File: src/rtl/regfl_rd_pkg.sv
// regfl_rd_pkg: shared state encoding and default sizes for the register-file chunk reader
package regfl_rd_pkg;
  typedef enum logic {IDLE, SEND} state_t;
  localparam int W_DEF      = 3;
  localparam int RGST_W_DEF = 64;
  localparam int CW_DEF     = 8;
endpackage

File: src/rtl/regfl_mux.sv
// regfl_mux: combinational selection of one register out of the flattened register file
module regfl_mux
  import regfl_rd_pkg::*;
#(
  parameter int w      = W_DEF,
  parameter int rgst_w = RGST_W_DEF
) (
  input  logic [(2**w)*rgst_w-1:0] q,
  input  logic [w-1:0]             s,
  output logic [rgst_w-1:0]        rd
);
  logic [rgst_w-1:0] regs [2**w];
  // register 0 sits in the top slice of q
  for (genvar i = 0; i < 2**w; i++) begin : g_reg
    assign regs[i] = q[(2**w-i)*rgst_w-1 -: rgst_w];
  end
  assign rd = regs[s];
endmodule

File: src/rtl/regfl_rd.sv
// regfl_rd: snapshots one register on request and streams it out MSB-first in cw-bit chunks
module regfl_rd
  import regfl_rd_pkg::*;
#(
  parameter int w      = W_DEF,
  parameter int rgst_w = RGST_W_DEF,
  parameter int cw     = CW_DEF
) (
  input  logic                     clk,
  input  logic                     rst_b,
  input  logic [(2**w)*rgst_w-1:0] q,
  input  logic                     req,
  input  logic [w-1:0]             s,
  output logic                     busy,
  output logic [cw-1:0]            dout,
  output logic                     dvld,
  input  logic                     drdy,
  output logic                     dlast
);
  localparam int NB    = rgst_w / cw;
  localparam int CNT_W = NB > 1 ? $clog2(NB) : 1;
  localparam logic [CNT_W-1:0] LAST = CNT_W'(NB - 1);
  state_t state, state_nx;
  logic [rgst_w-1:0] sr, rd;
  logic [CNT_W-1:0] cnt;
  logic fire, done;
  regfl_mux #(.w(w), .rgst_w(rgst_w)) u_mux (.q(q), .s(s), .rd(rd));
  assign fire = state == SEND && drdy;
  assign done = fire && cnt == LAST;
  always_comb state_nx = state == IDLE ? (req ? SEND : IDLE) : (done ? IDLE : SEND);
  always_ff @(posedge clk or negedge rst_b) begin
    if (!rst_b) begin
      state <= IDLE;
      cnt   <= '0;
      sr    <= '0;
    end else begin
      state <= state_nx;
      if (state == IDLE && req) begin
        sr  <= rd;
        cnt <= '0;
      end else if (fire) begin
        sr  <= sr << cw;
        cnt <= done ? cnt : cnt + 1'b1;
      end
    end
  end
  assign busy  = state == SEND;
  assign dvld  = busy;
  assign dlast = busy && cnt == LAST;
  assign dout  = busy ? sr[rgst_w-1 -: cw] : '0;
endmodule

File: config.mk
export PLATFORM = sky130hd
export DESIGN_NAME = regfl_rd
export DESIGN_NICKNAME = d
export VERILOG_FILES = /design/src/rtl/regfl_rd_pkg.sv /design/src/rtl/regfl_mux.sv /design/src/rtl/regfl_rd.sv
export SDC_FILE = /design/constraint.sdc
export NUM_CORES = 1
export LEC_CHECK = 0
export ABC_AREA = 1
export CAP_MARGIN = 0
export CORE_AREA = 5 5 203 205
export CTS_CLUSTER_SIZE = 30
export DETAILED_ROUTE_END_ITERATION = 8
export DIE_AREA = 0 0 208 210
export MAX_ROUTING_LAYER = met4
export PLACE_DENSITY_LB_ADDON = 0.12
export SLEW_MARGIN = 20
export SYNTH_ARGS = -nofsm -noshare
export SYNTH_HDL_FRONTEND = slang
export SYNTH_SLANG_ARGS = --single-unit
File: constraint.sdc
create_clock -name clk -period 1.9 [get_ports clk]
set_input_delay 0.38 -clock clk [delete_from_list [all_inputs] [get_ports clk]]
set_output_delay 0.38 -clock clk [all_outputs]
set_load 0.005 [all_outputs]
Word level (Yosys, flattened, before mapping)
Index checks and enable logic that the tools add are counted.
{ "word_totals": {"ff_bits": 68, "in_bits": 519, "output_inout_bits": 11, "wordCells": 27} }
{ "op_classes": {"n_addsub": 1, "magnitude_cmp": 1, "eq_ne": 2, "n_mux": 12, "bitwise": 2, "reduce_logical": 6} }
{ "op_table": {"columns": ["cell", "n"], "rows": [
  ["$mux 64", 4],
  ["$bmux 64 s3", 1],
  ["$mux 3", 3],
  ["$mux 8", 1],
  ["$ge 4x4->1 const B", 1],
  ["$logic_and 1x1->1", 4],
  ["$not 3->4", 1],
  ["$add 3x1->3 const B", 1],
  ["$eq 3x3->1 const B", 1],
  ["$mux 1", 3],
  ["$ne 2x1->1 const B", 1],
  ["$reduce_and 2->1", 1],
  ["$reduce_bool 2->1", 1],
  ["$not 1->1", 1]
]} }

Logic depth before layout (Yosys ltp)
{ "depth": {"word_depth": 5, "ltp_mapped": 9, "mapped_depth_nobuf": 7} }

Modules after synthesis
A second synthesis with hierarchy kept.
{ "hier_totals": {"hier_cells": 2246, "hier_area_um2": 10652.7} }
{ "by_module_without_submodules": {"columns": ["mod", "n_inst", "cells_each", "area_each_um2", "seq_area_each_um2"], "rows": [
  ["regfl_mux", 1, 1701, 6979.2, 0.0],
  ["regfl_rd", 1, 545, 3673.5, 1701.6]
]} }

Worst setup path before layout
No wires, ideal clock.
{ "synth_path": {"path_kind": "register to register", "start": "register state (netlist: busy)", "end": "register sr[51]", "setup_ns": 0.123, "arrival_time_ns": 1.212, "required_ns": 1.777, "setup_slack_ns": 0.565, "stages_incl_launch_ff": 9, "n_path_buf": 2, "period_less_slack_ns": 1.335, "cell_sequence": "dfrtp_1 nand2_2 inv_4 nor2_8 inv_2 buf_6 clkbuf_4 nor2_1 a21oi_1"} }
{ "synth_via": {"elab_chain_len": 3, "elab_cells_between_ends": 5, "cone_classes": "mux: 1; bitwise: 1; reduce/logical: 3"} }
{ "synth_lines": {"columns": ["item", "line", "text"], "rows": [
  ["from (decl)", "regfl_rd.sv:23", "state_t state, state_nx;"],
  ["from (signal assigned)", "regfl_rd.sv:37", "state <= state_nx;"],
  ["$not 1->1", "regfl_rd.sv:38", "if (state == IDLE && req) begin"],
  ["$logic_and 1x1->1", "regfl_rd.sv:38", null],
  ["$mux 64 or $reduce_bool 2->1 (tied branches)", null, null],
  ["to (signal assigned)", "regfl_rd.sv:39", "sr <= rd;"],
  ["to (signal assigned)", "regfl_rd.sv:42", "sr <= sr << cw;"],
  ["to (decl)", "regfl_rd.sv:24", "logic [rgst_w-1:0] sr, rd;"]
]} }
Several ways; a longest one is shown, not always the timed one.
A chain may end at the register's enable or synchronous reset.

Worst setup path in the final report
{ "layout_path": {"start": "register cnt[0]", "end": "output dlast"} }
{ "layout_via": {"elab_chain_len": 2} }
{ "layout_lines": {"columns": ["item", "line", "text"], "rows": [
  ["from (decl)", "regfl_rd.sv:25", "logic [CNT_W-1:0] cnt;"],
  ["from (signal assigned)", "regfl_rd.sv:43", "cnt <= done ? cnt : cnt + 1'b1;"],
  ["$eq 3x3->1", "regfl_rd.sv:49", "assign dlast = busy && cnt == LAST;"],
  ["$logic_and 1x1->1", "regfl_rd.sv:49", null],
  ["to (decl)", "regfl_rd.sv:18", "output logic dlast"]
]} }
No other way between the ends.

==> flow_summary.ini <==
[die]
die_w_um = 208
die_area_um2 = 43700
core-area_um2 = 39300
io_pins = 530
die_h_um = 210
start_util_pct = 23.5
num_rows = 73

[timing]
finalCritPeriodShare_pct = 94.1
skew_ps = 4.85
setup_viol = 0
min_period_ps = 1790
worst_pin_slew_ps = 441
max_slew_margin_pct = 70.6
fmax_mhz = 559
tns_ps = 0
rsz0062_at_grt = no
hold_violations = 0
drv_slew = 0

[placement]
hpwlAfterDp_mm = 36.4
io_buffers = 529
dpl_cell_area_um2 = 15200
gp_congestion = 0.860

[cts]
clockRootBuffer = clkbuf_16
numCtsBuffers = 9
clockBufferDepth = 2
clock-sinks = 68
tritoncts = yes
clk_pin_slew_ps = 50
cts_max_level = 3
worstSkewPairLatency_ps = 330

[global_route]
grt_max_degree = 65
grt_pass1_wl_mm = 69.0
grt.total_usage_pct = 20.2
globalRouteOverflowTotal = 0
grt_pass1_vias = 12100
antenna_found_initial = 1

[route]
met3WireLength_mm = 2.09
num_vias = 12100
routed_wirelength_mm = 45.3
ant_nets = 0
wl_per_cell_um = 16.4
first_pass_iters = 4
met2_wirelength_mm = 22.9
drc_errors = 0
avgViaCountPerCell = 4.38
maxUsedRoutingLayer = met4
met1Wirelength_mm = 19.5
drtIter0Drc = 640

[logic_synthesis]
ys_seq_area_share_pct = 18.5
yosys.area.top_type_share_pct = 19.3
synth_cell_types = 26
synth_area_um2 = 9210
synth_top_cells_by_area = nand3_1, dfrtp_1, nand2_1
synth-seq-cells = 68
synth_nets = 2284
syn_avg_cell_area_um2 = 5.22
syn_inst = 1763
ys_warn_count = 0
synth_top_cell_by_area = nand3_1

[power_and_ir_drop]
p_leak_nw = 7.68
ir_drop_mv = 0.379
powerDensity_nw_per_um2 = 519

[setup_path]
path_class = flop to output pin
start_kind = flop
cp_max_fo = 3
worst_path_largest_cell_delay_ps = 380
path_delay_family = flip-flops
crit_required_ps = 1520
critPathArrivalTime_ps = 1410
path_cells = ha_1 > ha_2 > nand2_1 > inv_1 > clkdlybuf4s15_1
cp-end-kind = output pin
worst-path-buf-inv = 2
slowest_stage = dfrtp_1

[min_path]
hp-class = flop to flop

[layout]
fillCellCount = 4336
area_delta_synth_final_pct = 67.9
final_cell_mix = clkdlybuf4s50_1, nand2_1, inv_1, nand3_1, nor2_1
ff_latch_area_um2 = 1700
layout_commonest_cell = clkdlybuf4s50_1
fin_area_um2 = 15500
multiInputGateArea_um2 = 5390
nets = 2762
drive_gt1_share_pct = 5.08

[job]
drv_cap = 0

[run_status]
status = finished, final reports clean
==> synth_stat cells (all sizes together) <==
| cell | n |
|---|---|
| buf | 101 |
| ha | 2 |
| o211ai | 8 |
| or2 | 56 |
| clkbuf | 23 |
| inv | 365 |
| nand2 | 418 |
| nor2 | 210 |
| o22ai | 1 |
| a21oi | 65 |
| dfrtp | 68 |
| nand3 | 355 |
| o21ai | 91 |
==> worst register-to-register path, cell delays in order, from the launching register on <==
cell and delay (ps):
dfrtp_1 390, buf_6 150, nand2_2 130, inv_4 70, nor2_8 200, inv_2 90, buf_12 170, nor2_1 130
a21oi_1 50
==> per-stage QoR <==
stage                     util [%]  setup WS (ps)  total power, mW  hold slack [ps]  std cells
after detailed placement      38.6           86.5             6.59              351       2753
final                         39.4            112             8.03              528       2770
after floorplan                  -            565             4.27             84.4       1763
after global placement        38.6            109             6.58              352       2753
after global routing          39.4           14.3             8.67              548       2770
after CTS                     39.3           3.78             8.14              530       2768
==> final timing paths <==
kind / from / to / slack, ps / cells past startpoint
max: cnt[0] / dlast / 110 / 5
min: sr[59] / sr[59] / 530 / 2
max reg2reg: busy / sr[38] / 400 / 8
min reg2reg: sr[59] / sr[59] / 530 / 2
max in group asynchronous: rst_b / sr[3] / 750 / 3
min in group asynchronous: rst_b / sr[57] / 570 / 2
==> flip-flops by register name (all words and copies together) (netlist names) <==
| name | cells |
|---|---|
| sr | 64 |
| cnt | 3 |
| busy | 1 |
==> cells by family (layout without fill, tap and decap cells) <==
group / count (synthesis) / after routing / share of synthesized area [%]
other: 0 / 1 / 0
adder cells (fa/ha/maj): 2 / 2 / 0.272
flip-flops: 68 / 68 / 18.5
buffers and inverters: 489 / 970 / 23.1
AO/OA/AOI/OAI: 165 / 165 / 9.20
AND/OR/NAND/NOR: 1039 / 1039 / 49.0
==> power breakdown <==
group,internal (mW),switching (mW),total [mW]
combinational,2.13,1.78,3.92
sequential,2.05,0.541,2.59
clock,0.897,0.620,1.52
total,5.08,2.94,8.03
==> layer usage <==
layer / up-vias / GRT usage, %
met5: - / -
met4: 0 / 3.87
met3: 42 / 3.36
met2: 358 / 34.9
met1: 5430 / 25.2
li1: 6303 / -
==> layout make-up <==
class,instances,share of cell area (%)
timing repair buffer,591,39.3
multi-input combinational,1206,34.8
sequential,68,11.0
inverter,365,8.91
tap,525,4.25
clock buffer,11,1.57
clock inverter,3,0.0971
antenna,1,0.0162
==> what timing repair did <==
action	4_1_cts	5_1_grt
hold buffers	1	0
endpoints found under the setup margin	2	8
hold endpoints to repair	9	0
pin swaps	0	0
resized for setup	3	9
setup buffers	0	1
Note: power is estimated with default switching activity, not from simulation.
==> edit: new RTL, same flow settings <==
Set the package constant `CW_DEF` to 16 (it was 8).
--- a/src/rtl/regfl_rd_pkg.sv
+++ b/src/rtl/regfl_rd_pkg.sv
@@ -5,3 +5,3 @@
   localparam int RGST_W_DEF = 64;
-  localparam int CW_DEF     = 8;
+  localparam int CW_DEF     = 16;
 endpackage
Ports: changed (resized dout); port bits go from 530 to 538. The function was not compared with the original's and may differ.
==> edit against the unedited design <==
Design area is 1.5% lower. Total power rose by 11%. Routed wire length up 3.2%. Synthesized area shrank 4.5%. Setup slack got worse by 3.5 ps. Sequential cell count decreased by 1. Utilization is 0.58 points lower. Critical path type unchanged.
==> edit: results (changes against the unedited design) <==
Status = completed (unchanged)
Worst-path clk slew = 60 ps
Slowest CP cell = clkdlybuf4s50_1 (was dfrtp_1)
Skew final = 14.61 ps (was 4.849 ps)
Worst min-delay path class = reg2reg (unchanged)
Initial core utilization = 22.40% (was 23.45%)
Final HPWL DP = 38010 um (was 36380 um)
Sequential cell area fraction in the yosys report = 19.06% (was 18.47%)
Filler cells = 4331 (was 4336)
Initial DRT Pass Iterations = 5 (was 4)
CP max FO = 19 (was 3)
I/O Buffers = 537 (was 529)
Gr usage total = 21.06% (was 20.20%)
Leading post-synthesis cells by cell area = dfrtp_1, nand3_1, nand2_1, inv_1, nor2_1 (was nand3_1, dfrtp_1, nand2_1, inv_1, nor2_1)
Layout cells sized above 1 = 4.766% (was 5.080%)
Worst vdd ir = 453.7 uV (was 378.7 uV)
Yosys warns = 0 (unchanged)
Synth top cells by count = nand2_1, inv_1, nand3_1 (unchanged)
CP top delay family = buffers and inverters (was flip-flops)
Largest net degree at the start of global routing = 65 (unchanged)
Max-cap violations = 0 (unchanged)
First-pass GRT wire length = 71160 um (was 69010 um)
Biggest register = sr (unchanged)
Slew HR = 74.19% (was 70.62%)
Final setup violation count = 0 (unchanged)
Arrival @ worst endpoint = 1410 ps (about the same)
H-tree Lvls = 3 (unchanged)
WL/cell = 17.25 um (was 16.36 um)
Ys async rst share = 100.0% (unchanged)
Vias in the first global route = 12190 (was 12130)
Post-Syn Nets = 2221 (was 2284)
Worst-Skew Late Latency = 340 ps
Max incr delay on CP = 520 ps (was 380 ps)
Number of flip-flops in the largest register = 64 (unchanged)
Initial antenna violation count = 2 (was 1)
Post-synth top flop = dfrtp_1 (unchanged)
Number of DRC markers in iteration 0 = 617 (was 640)
Leakage = 0.007485 uW (was 0.007676 uW)
Clock Path Buffers = 2 (unchanged)
Hold Fails Final Rpt = 0 (unchanged)
Root Driver = clkbuf_16 (unchanged)
CTS Buf Count = 9 (unchanged)
Post-CTS setup buffer count = 0 (unchanged)
Vias per cell = 4.424 (was 4.380)
Int Pwr = 5579 uW (was 5082 uW)
RD Place Congestion = 0.9086 (was 0.8604)
Synth cell types = 21 (was 26)
Final nets = 2697 (was 2762)
[edit: metal layers]
| layer | up-vias | routed length [um] | global-route usage, % | part of all wire [%] |
|---|---|---|---|---|
| met1 | 5429 | 19470 | 25.39 | 42 |
| met3 | 27 | 2252 | 3.319 | 4.8 |
| li1 | 6159 | - | - | - |
| met4 | 0 | 554 | 3.103 | 1.2 |
| met5 | - | 0 | - | 0 |
| met2 | 375 | 24470 | 38.08 | 52 |
[edit: through the flow]
| step | setup slack (ps) | util (%) | power [uW] | std cells | cell area [sq um] |
|---|---|---|---|---|---|
| after global placement | 81.30 | 37.95 | 7273 | 2690 | 14910 |
| after detailed placement | 15.04 | 37.95 | 7283 | 2690 | 14910 |
| after CTS | 89.36 | 38.78 | 9032 | 2707 | 15230 |
| after floorplan | 525.6 | - | 4584 | 1701 | 8798 |
| after global routing | 31.99 | 38.80 | 9660 | 2710 | 15240 |
| final | 108.4 | 38.80 | 8907 | 2710 | 15240 |
[edit: final cells by class]
type / instances / area [sq um] / share of cell area [%]
antenna: 3 / 7.507 / 0.04927
clock buffer: 11 / 242.7 / 1.593
clock inverter: 5 / 85.08 / 0.5583
inverter: 332 / 1251 / 8.211
multi-input combinational: 1179 / 5259 / 34.51
sequential: 67 / 1677 / 11.00
tap: 525 / 656.9 / 4.311
timing repair buffer: 588 / 6060 / 39.77
[edit: path summary, 6_finish.rpt]
check,depth (start not counted),slack (ps),start,to
max in group asynchronous,3,780,rst_b,sr[28]
worst max-delay path,2,110,busy,busy
min in group asynchronous,2,540,rst_b,sr[49]
worst max register to register,5,400,busy,sr[34]
worst min register to register,2,490,sr[15],sr[15]
worst min-delay path,2,490,sr[15],sr[15]
[edit: kinds of logic (layout without fill, tap and decap cells)]
family,count (synthesis),after routing,share of synthesized area [%]
compound gates,196,196,11.62
flops,67,67,19.06
buf+inv,455,936,21.17
simple gates,982,982,48.01
fa+ha+maj,1,1,0.1422
other cells,0,3,0
[edit: worst min-delay path: stages (launching register included)]
cell,delay [ps]
dfrtp_1,350
nand2_1,60
nand2_1,50
[edit: power by group through the flow]
stage	sequential, uW	combinational, uW	clock, uW
after global placement	2620	4650	0
after CTS	2560	4570	1890
after global routing	2630	5060	1980
after detailed placement	2580	4700	0
final	2570	4500	1840
after floorplan	2300	2280	0
[edit: repair_timing]
action                                 4_1_cts  5_1_grt
endpoints found under the hold margin       25        0
setup endpoints to repair                   17        0
resized for setup                           19        0
hold buffers                                 1        0
